**config.mk**
```make
export PLATFORM = sky130hd
export DESIGN_NAME = pll_reset_sequencer
export DESIGN_NICKNAME = d
export VERILOG_FILES = /design/src/rtl/reset_seq_pkg.sv /design/src/rtl/bit_synchronizer.sv /design/src/rtl/pll_reset_sequencer.sv
export SDC_FILE = /design/constraint.sdc
export NUM_CORES = 1
export LEC_CHECK = 0
export BUFFER_PORTS_ARGS = -buffer_cell sky130_fd_sc_hd__buf_2
export CAP_MARGIN = 10
export CORE_ASPECT_RATIO = 1.1
export CORE_MARGIN = 2
export CORE_UTILIZATION = 63
export CTS_CLUSTER_DIAMETER = 30
export DETAILED_ROUTE_END_ITERATION = 6
export PLACE_DENSITY = 0.81
export SLEW_MARGIN = 20
export SYNTH_ARGS = -nofsm -noshare
export SYNTH_HDL_FRONTEND = slang
export SYNTH_SLANG_ARGS = --single-unit
```
**constraint.sdc**
```tcl
create_clock -name clk -period 3.7 [get_ports clk]
set_input_delay 0.555 -clock clk [delete_from_list [all_inputs] [get_ports clk]]
set_output_delay 0.555 -clock clk [all_outputs]
set_load 0.005 [all_outputs]
```
**src/rtl/reset_seq_pkg.sv**
```systemverilog
// Shared types and defaults for the PLL reset sequencer.
package reset_seq_pkg;

  // Sequencer state encoding; seq_state exposes these values directly.
  typedef enum logic [1:0] {
    PLL_RESET = 2'd0,
    WAIT_LOCK = 2'd1,
    HOLD_MEM  = 2'd2,
    RUN       = 2'd3
  } seq_state_t;

  localparam int unsigned DEF_SYNC_STAGES        = 2;
  localparam int unsigned DEF_PLL_RST_CYCLES     = 8;
  localparam int unsigned DEF_LOCK_STABLE_CYCLES = 1024;
  localparam int unsigned DEF_LOCK_TIMEOUT       = 65535;
  localparam int unsigned DEF_HOLD_CYCLES        = 16;
  localparam int unsigned LOSS_CNT_W             = 8;

  // Counter width for a phase of n cycles; never below one bit.
  function automatic int unsigned cnt_width(input int unsigned n);
    return (n > 1) ? $clog2(n) : 1;
  endfunction

endpackage

```
**src/rtl/bit_synchronizer.sv**
```systemverilog
// Multi-flop synchronizer for a single asynchronous level.
module bit_synchronizer #(
  parameter int unsigned STAGES = 2
) (
  input  logic clk,
  input  logic rst_n,
  input  logic d,
  output logic q
);

  logic [STAGES-1:0] sync_q;

  // Shift the input through the flop chain; cleared on reset.
  always_ff @(posedge clk or negedge rst_n) begin
    if (!rst_n) begin
      sync_q <= '0;
    end else begin
      sync_q <= {sync_q[STAGES-2:0], d};
    end
  end

  assign q = sync_q[STAGES-1];

endmodule

```
**src/rtl/pll_reset_sequencer.sv**
```systemverilog
// Sequences PLL reset, lock qualification, memory and processor reset release.
module pll_reset_sequencer
  import reset_seq_pkg::*;
#(
  parameter int unsigned SYNC_STAGES        = DEF_SYNC_STAGES,
  parameter int unsigned PLL_RST_CYCLES     = DEF_PLL_RST_CYCLES,
  parameter int unsigned LOCK_STABLE_CYCLES = DEF_LOCK_STABLE_CYCLES,
  parameter int unsigned LOCK_TIMEOUT       = DEF_LOCK_TIMEOUT,
  parameter int unsigned HOLD_CYCLES        = DEF_HOLD_CYCLES
) (
  input  logic                  clk,
  input  logic                  rst_n,
  input  logic                  pll_locked_async,
  input  logic                  btn_reset_async,
  output logic                  pll_rst,
  output logic                  mem_rst,
  output logic                  proc_rst,
  output logic [1:0]            seq_state,
  output logic [LOSS_CNT_W-1:0] lock_loss_count
);

  localparam int unsigned RST_W = cnt_width(PLL_RST_CYCLES);
  localparam int unsigned STB_W = cnt_width(LOCK_STABLE_CYCLES);
  localparam int unsigned TMO_W = cnt_width(LOCK_TIMEOUT);
  localparam int unsigned HLD_W = cnt_width(HOLD_CYCLES);

  localparam logic [RST_W-1:0] RST_LAST = RST_W'(PLL_RST_CYCLES - 1);
  localparam logic [STB_W-1:0] STB_LAST = STB_W'(LOCK_STABLE_CYCLES - 1);
  localparam logic [TMO_W-1:0] TMO_LAST = TMO_W'(LOCK_TIMEOUT - 1);
  localparam logic [HLD_W-1:0] HLD_LAST = HLD_W'(HOLD_CYCLES - 1);
  localparam logic [LOSS_CNT_W-1:0] LOSS_MAX = '1;

  logic locked_s;
  logic btn_s;

  seq_state_t            state_q, state_d;
  logic [RST_W-1:0]      rst_cnt_q, rst_cnt_d;
  logic [STB_W-1:0]      stable_cnt_q, stable_cnt_d;
  logic [TMO_W-1:0]      timeout_cnt_q, timeout_cnt_d;
  logic [HLD_W-1:0]      hold_cnt_q, hold_cnt_d;
  logic [LOSS_CNT_W-1:0] loss_cnt_q, loss_cnt_d;

  bit_synchronizer #(.STAGES(SYNC_STAGES)) u_lock_sync (
    .clk   (clk),
    .rst_n (rst_n),
    .d     (pll_locked_async),
    .q     (locked_s)
  );

  bit_synchronizer #(.STAGES(SYNC_STAGES)) u_btn_sync (
    .clk   (clk),
    .rst_n (rst_n),
    .d     (btn_reset_async),
    .q     (btn_s)
  );

  // Next-state and counter logic; the button overrides everything except loss counting.
  always_comb begin
    state_d       = state_q;
    rst_cnt_d     = rst_cnt_q;
    stable_cnt_d  = stable_cnt_q;
    timeout_cnt_d = timeout_cnt_q;
    hold_cnt_d    = hold_cnt_q;
    loss_cnt_d    = loss_cnt_q;

    unique case (state_q)
      PLL_RESET: begin
        if (rst_cnt_q == RST_LAST) begin
          state_d = WAIT_LOCK;
        end else begin
          rst_cnt_d = rst_cnt_q + RST_W'(1);
        end
      end
      WAIT_LOCK: begin
        if (locked_s && (stable_cnt_q == STB_LAST)) begin
          state_d = HOLD_MEM;
        end else if (timeout_cnt_q == TMO_LAST) begin
          state_d = PLL_RESET;
        end else begin
          stable_cnt_d  = locked_s ? (stable_cnt_q + STB_W'(1)) : '0;
          timeout_cnt_d = timeout_cnt_q + TMO_W'(1);
        end
      end
      HOLD_MEM: begin
        if (!locked_s) begin
          state_d = WAIT_LOCK;
        end else if (hold_cnt_q == HLD_LAST) begin
          state_d = RUN;
        end else begin
          hold_cnt_d = hold_cnt_q + HLD_W'(1);
        end
      end
      RUN: begin
        if (!locked_s) begin
          state_d = WAIT_LOCK;
        end
      end
    endcase

    // Lock loss after qualification is counted even when the button wins.
    if (!locked_s && ((state_q == HOLD_MEM) || (state_q == RUN)) && (loss_cnt_q != LOSS_MAX)) begin
      loss_cnt_d = loss_cnt_q + LOSS_CNT_W'(1);
    end

    if (btn_s) begin
      state_d = PLL_RESET;
    end

    // Every phase starts from zero; a held button keeps PLL_RESET pinned at its start.
    if (btn_s || (state_d != state_q)) begin
      rst_cnt_d     = '0;
      stable_cnt_d  = '0;
      timeout_cnt_d = '0;
      hold_cnt_d    = '0;
    end
  end

  // State, counters and reset outputs, all updated on the same edge.
  always_ff @(posedge clk or negedge rst_n) begin
    if (!rst_n) begin
      state_q       <= PLL_RESET;
      rst_cnt_q     <= '0;
      stable_cnt_q  <= '0;
      timeout_cnt_q <= '0;
      hold_cnt_q    <= '0;
      loss_cnt_q    <= '0;
      pll_rst       <= 1'b1;
      mem_rst       <= 1'b1;
      proc_rst      <= 1'b1;
    end else begin
      state_q       <= state_d;
      rst_cnt_q     <= rst_cnt_d;
      stable_cnt_q  <= stable_cnt_d;
      timeout_cnt_q <= timeout_cnt_d;
      hold_cnt_q    <= hold_cnt_d;
      loss_cnt_q    <= loss_cnt_d;
      pll_rst       <= (state_d == PLL_RESET);
      mem_rst       <= (state_d == PLL_RESET) || (state_d == WAIT_LOCK);
      proc_rst      <= (state_d != RUN);
    end
  end

  assign seq_state       = state_q;
  assign lock_loss_count = loss_cnt_q;

endmodule

```
==> flow_summary.json, run 1 <==
{
  "status": "completed",
  "drive_gt1_share_pct": 14.8,
  "ir_worst_vdd_mv": 0.226,
  "holdWs_ps": 264,
  "die_area_um2": 4630,
  "clk_latency_ps": 300,
  "dp_hpwl_mm": 3.36,
  "viasPerCell": 5.99,
  "drt-initial-drc-count": 161,
  "initial_utilization_pct": 65.2,
  "syn-num-nets": 259,
  "fin_cells": 315,
  "synthesis.area_um2": 2580,
  "grt_pass1_vias": 1868,
  "drtPass1Iterations": 4,
  "rows": 24,
  "antenna_found_initial": 0,
  "grt_pass1_wl_mm": 8.65,
  "relSlewSlack_pct": 41.2,
  "path_cells": "ha_1 > and3_1 > and3_1 > o21ai_4 > nand3b_1 > a211oi_2",
  "dpl_worst_slack_ps": 1240,
  "grt_usage_pct": 23.7,
  "grt_max_degree": 51,
  "period_share_pct": 67.3,
  "cp.required_ps": 3900,
  "cp_max_fo": 23,
  "gp_congestion": 0.818,
  "fp.dieW_um": 65.1,
  "finalCriticalPeriod_ps": 2490,
  "crit_type": "register to register",
  "cts_tree": "yes",
  "netlist.top_cell.by_area": "dfrtp_1",
  "synth_top_area_share_pct": 45.5,
  "post-route-drc-count": 0,
  "crit_family": "simple AND/OR/NAND/NOR gates",
  "startpoint_type": "register",
  "fin_worst_skew_ps": 8.17,
  "postCtsHoldBufs": 0,
  "yosys_warnings": 0,
  "dpl.cell_count": 307,
  "cts_max_level": 2,
  "crit_path_end_kind": "register",
  "numCtsBuffers": 5,
  "coreArea_um2": 3960,
  "worst_pin_slew_ps": 880,
  "syn2layout_area_growth_pct": 7.80,
  "ioPinCount": 17,
  "ctsLongestPathBuffers": 2,
  "crit_top_cell": "and3_1",
  "async_reset_ff_share_pct": 100,
  "rsz0062_at_grt": "false",
  "drv_cap": 0,
  "nNetsFinal": 273,
  "crit_path_max_incr_delay_ps": 620,
  "synth-seq-area-share_pct": 48.6,
  "tns_ps": 0,
  "critPathSlowestCell": "nand3b_1",
  "fmax_ghz": 0.402,
  "fin_ws_ps": 1210,
  "clkTransAtPathRegs_ps": 90,
  "gr-total-overflow": 0,
  "synth.most_common_cell": "dfrtp_1",
  "synthDistinctLibCells": 56,
  "clock-sinks": 50,
  "ant_nets": 0,
  "cts_resized": 0,
  "leakagePower_uw": 0.00124,
  "setup_viol": 0,
  "synthFlopType": "dfrtp_1",
  "syn_area_per_cell_um2": 10.4,
  "cts-root-buf": "clkbuf_8",
  "synth_edf_count": 0,
  "finalHoldViolations": 0,
  "wl_per_cell_um": 15.3,
  "synthTopCellsByCount": "47 x dfrtp_1, 28 x nor2_1, 18 x nand2_1",
  "die-height_um": 71.2,
  "reg2reg_setup_slack_ps": 1210,
  "ys_seq_elements": 50,
  "powerDensity_nw_per_um2": 348,
  "vias": 1886,
  "cts_setup_buffers": 0,
  "drv_slew": 0,
  "antenna_cells": 0,
  "port-buffer-count": 16,
  "hp-class": "primary input to async pin",
  "arrival_ps": 2690,
  "routed_wl_mm": 4.82,
  "synthCells": 248,
  "synth_area_leaders": "dfrtp_1 46%, xnor2_1 5.4%, nor2_1 4.1%",
  "crit_buf_inv": 0
}
layer usage:
layer / global-route usage (%) / up-vias / routed length [um]
met5: 0 / - / 0
met2: 37.6 / 36 / 2360
met4: 6.71 / 0 / 51
met3: 3.50 / 6 / 181
met1: 34.6 / 922 / 2230
li1: - / 922 / -
area by class of cell:
cell class              instances  area [um2]
flip-flops and latches         50        1250
multi-input cells             181        1240
fillers                       325        1180
repair buffers                 17        90.1
clock buffers                   5        68.8
well taps                      52        65.1
clock inverters                 3        40.0
inverters                       7        26.3
path summary, 6_finish.rpt:
kind,cells after the start,start,endpoint
min reg2reg,0,u_lock_sync.sync_q[0],u_lock_sync.sync_q[1]
min in group clk,1,pll_locked_async,u_lock_sync.sync_q[0]
max,6,stable_cnt_q[0],timeout_cnt_q[1]
max reg2reg,6,stable_cnt_q[0],timeout_cnt_q[1]
min,1,rst_n,timeout_cnt_q[13]
max in group asynchronous,1,rst_n,timeout_cnt_q[6]
power breakdown:
group	internal (uW)	switching, uW
Clock	199	175
Sequential	552	5.09
Combinational	11.2	26.6
Total	762	206
flip-flops by register name, summed over array words and instances, names as in the netlist:
| signal | count |
|---|---|
| rst_cnt_q | 3 |
| u_lock_sync.sync_q | 2 |
| stable_cnt_q | 10 |
| proc_rst | 1 |
| u_btn_sync.sync_q | 2 |
| mem_rst | 1 |
| seq_state | 2 |
| timeout_cnt_q | 16 |
| pll_rst | 1 |
| hold_cnt_q | 4 |
| lock_loss_count | 8 |
layout by cell type, fill, tap and decap left out, drive strengths merged, types with 4 or more instances in the layout:
master	synthesis	layout
dfrtp	47	47
nor2	28	28
nand2	18	18
buf	8	17
xnor2	16	16
nand3	14	14
nand4	13	13
xor2	8	8
o21ai	8	8
inv	7	7
nor3	7	7
ha	7	7
and3	6	6
nor4	6	6
nor3b	5	5
mux2i	5	5
clkbuf	2	5
and4	4	4
stage by stage:
step	utilization, %	instance area, um2	total power, uW
global placement	67.5	2670	605
finish	70.3	2790	969
CTS	70.2	2780	979
global route	70.3	2790	1010
detailed placement	67.5	2670	606
floorplan	-	2580	588
kinds of logic (layout without fill, tap and decap cells):
kind of cell | Yosys count | after routing | share of synthesized area (%)
adders and majority gates | 7 | 7 | 3.39
AOI/OAI and AO/OA | 27 | 27 | 8.09
buffers and inverters | 17 | 32 | 3.44
DFF | 50 | 50 | 48.6
xor gates and xnor gates | 24 | 24 | 8.14
muxes | 6 | 6 | 2.37
and+or+nand+nor | 117 | 117 | 26.0
Note: power is estimated with default switching activity, not from simulation.
==> run 2: changes to the inputs <==
Settings changed: CORE_UTILIZATION 63 to 60, PLACE_DENSITY 0.81 to 0.78.
Clock period 3.7 ns to 2.4 ns, I/O delays scaled along.
==> flow_summary.json, run 2 (synthesized netlist as in run 1, its figures left out) <==
{
  "rows": 25,
  "placed_area_um2": 2720,
  "finalCriticalPeriod_ps": 2150,
  "relSlewSlack_pct": 51.8,
  "r2r_cells": 6,
  "setup_viol": 0,
  "wl_per_cell_um": 14.5,
  "status": "completed",
  "grt_max_degree": 24,
  "vias": 1868,
  "dpl.cell_count": 315,
  "drv_cap": 0,
  "final_cell_mix": "47 x dfrtp_1, 28 x nor2_1, 18 x nand2_1",
  "port-buffer-count": 16,
  "period_share_pct": 89.7,
  "grt_pass1_vias": 1834,
  "worstHoldPathCells": 1,
  "leakagePower_uw": 0.00127,
  "drive_gt1_share_pct": 16.7,
  "syn2layout_area_growth_pct": 10.2,
  "fillers": 343,
  "hp-class": "primary input to register",
  "numCtsBuffers": 5,
  "largest_register_ffs": 16,
  "cts_max_level": 2,
  "post-route-drc-count": 0,
  "rsz0062_at_grt": "false",
  "die_area_um2": 4850,
  "antenna_cells": 0,
  "viasPerCell": 5.77,
  "cts_resized": 0,
  "cts_setup_buffers": 0,
  "grt_pass1_wl_mm": 8.39,
  "ir_worst_vdd_mv": 0.359,
  "tns_ps": 0,
  "drtPass1Iterations": 4,
  "dpl_worst_slack_ps": 280,
  "startpoint_type": "register",
  "powerDensity_nw_per_um2": 539,
  "cts-root-buf": "clkbuf_8",
  "crit_type": "register to register",
  "gp_congestion": 0.819,
  "cts_tree": "yes",
  "ctsLongestPathBuffers": 2,
  "ioPinCount": 17,
  "highest_layer": "met4",
  "clock-sinks": 50,
  "clk_latency_ps": 310,
  "die-height_um": 72.8,
  "coreArea_um2": 4220,
  "clkTransAtPathRegs_ps": 100,
  "fp.dieW_um": 66.6,
  "antenna_found_initial": 0,
  "cp.required_ps": 2610,
  "drt-initial-drc-count": 113,
  "ant_nets": 0,
  "routed_wl_mm": 4.70,
  "wl_met3_um": 128,
  "finalHoldViolations": 0,
  "regMostFlops": "timeout_cnt_q",
  "initial_utilization_pct": 61.2,
  "fmax_ghz": 0.465,
  "arrival_ps": 2360,
  "wl_met1_mm": 2.13,
  "fin_cells": 324,
  "grt_usage_pct": 22.4,
  "mostFrequentLayoutCell": "dfrtp_1",
  "dr_wl_met2_mm": 2.39,
  "crit_path_end_kind": "register",
  "postLayoutCellArea_um2": 2850,
  "dp_hpwl_mm": 3.39,
  "holdWs_ps": 147,
  "nNetsFinal": 280,
  "worst_pin_slew_ps": 717,
  "fin_worst_skew_ps": 12.5,
  "fin_ws_ps": 248,
  "gr-total-overflow": 0,
  "drv_slew": 0,
  "cp_max_fo": 8
}
-- run 2: changes by cell type in the layout (fill, tap and decap cells not counted), sizes merged --
cell,change
buf,+6
clkinv,-2
inv,+2
dlygate4sd3,+1
-- run 2: routing by layer --
layer | global-route usage (%) | up-vias
li1 | - | 931
met1 | 30.1 | 907
met2 | 37.1 | 26
met3 | 4.78 | 4
met4 | 5.90 | 0
met5 | 0 | -
-- run 2: worst max-delay path, cell delays in order, from the launching register on --
cell      delay [ps]
dfrtp_1          420
ha_1             240
and3_1           240
and3_1           280
o21ai_4          210
or3b_4           420
o311ai_2         250
-- run 2: metrics by stage --
stage | utilization, % | power (uW)
global placement | 64.4 | 938
global route | 67.4 | 1590
detailed placement | 64.4 | 940
CTS | 67.4 | 1550
finish | 67.4 | 1540
floorplan | - | 906
-- run 2: path summary, 6_finish.rpt --
check / from / endpoint / slack [ps]
setup / recovery: stable_cnt_q[0] / stable_cnt_q[3] / 250
hold / removal: btn_reset_async / u_btn_sync.sync_q[0] / 150
setup reg to reg: stable_cnt_q[0] / stable_cnt_q[3] / 250
hold reg to reg: u_lock_sync.sync_q[0] / u_lock_sync.sync_q[1] / 360
max in group asynchronous: rst_n / mem_rst / 1300
min in group asynchronous: rst_n / timeout_cnt_q[12] / 480
-- run 2: cell type report --
cell class | instances | area [um2] | area share, %
inverters | 7 | 26.3 | 0.923
multi-input cells | 181 | 1240 | 43.5
clock buffers | 5 | 68.8 | 2.42
flip-flops and latches | 50 | 1250 | 44.1
well taps | 54 | 67.6 | 2.37
repair buffers | 24 | 143 | 5.01
clock inverters | 3 | 47.5 | 1.67
-- run 2: timing repair --
action | 4_1_cts | 5_1_grt
hold buffers | 1 | 0
hold endpoints to repair | 13 | 0
setup endpoints to repair | 0 | 0
-- run 2: where the power goes --
part           internal [uW]  total [uW]  switching (uW)
Combinational           22.8        64.3            41.5
Sequential               851         859            7.94
Clock                    318         613             295
Total                   1190        1540             344
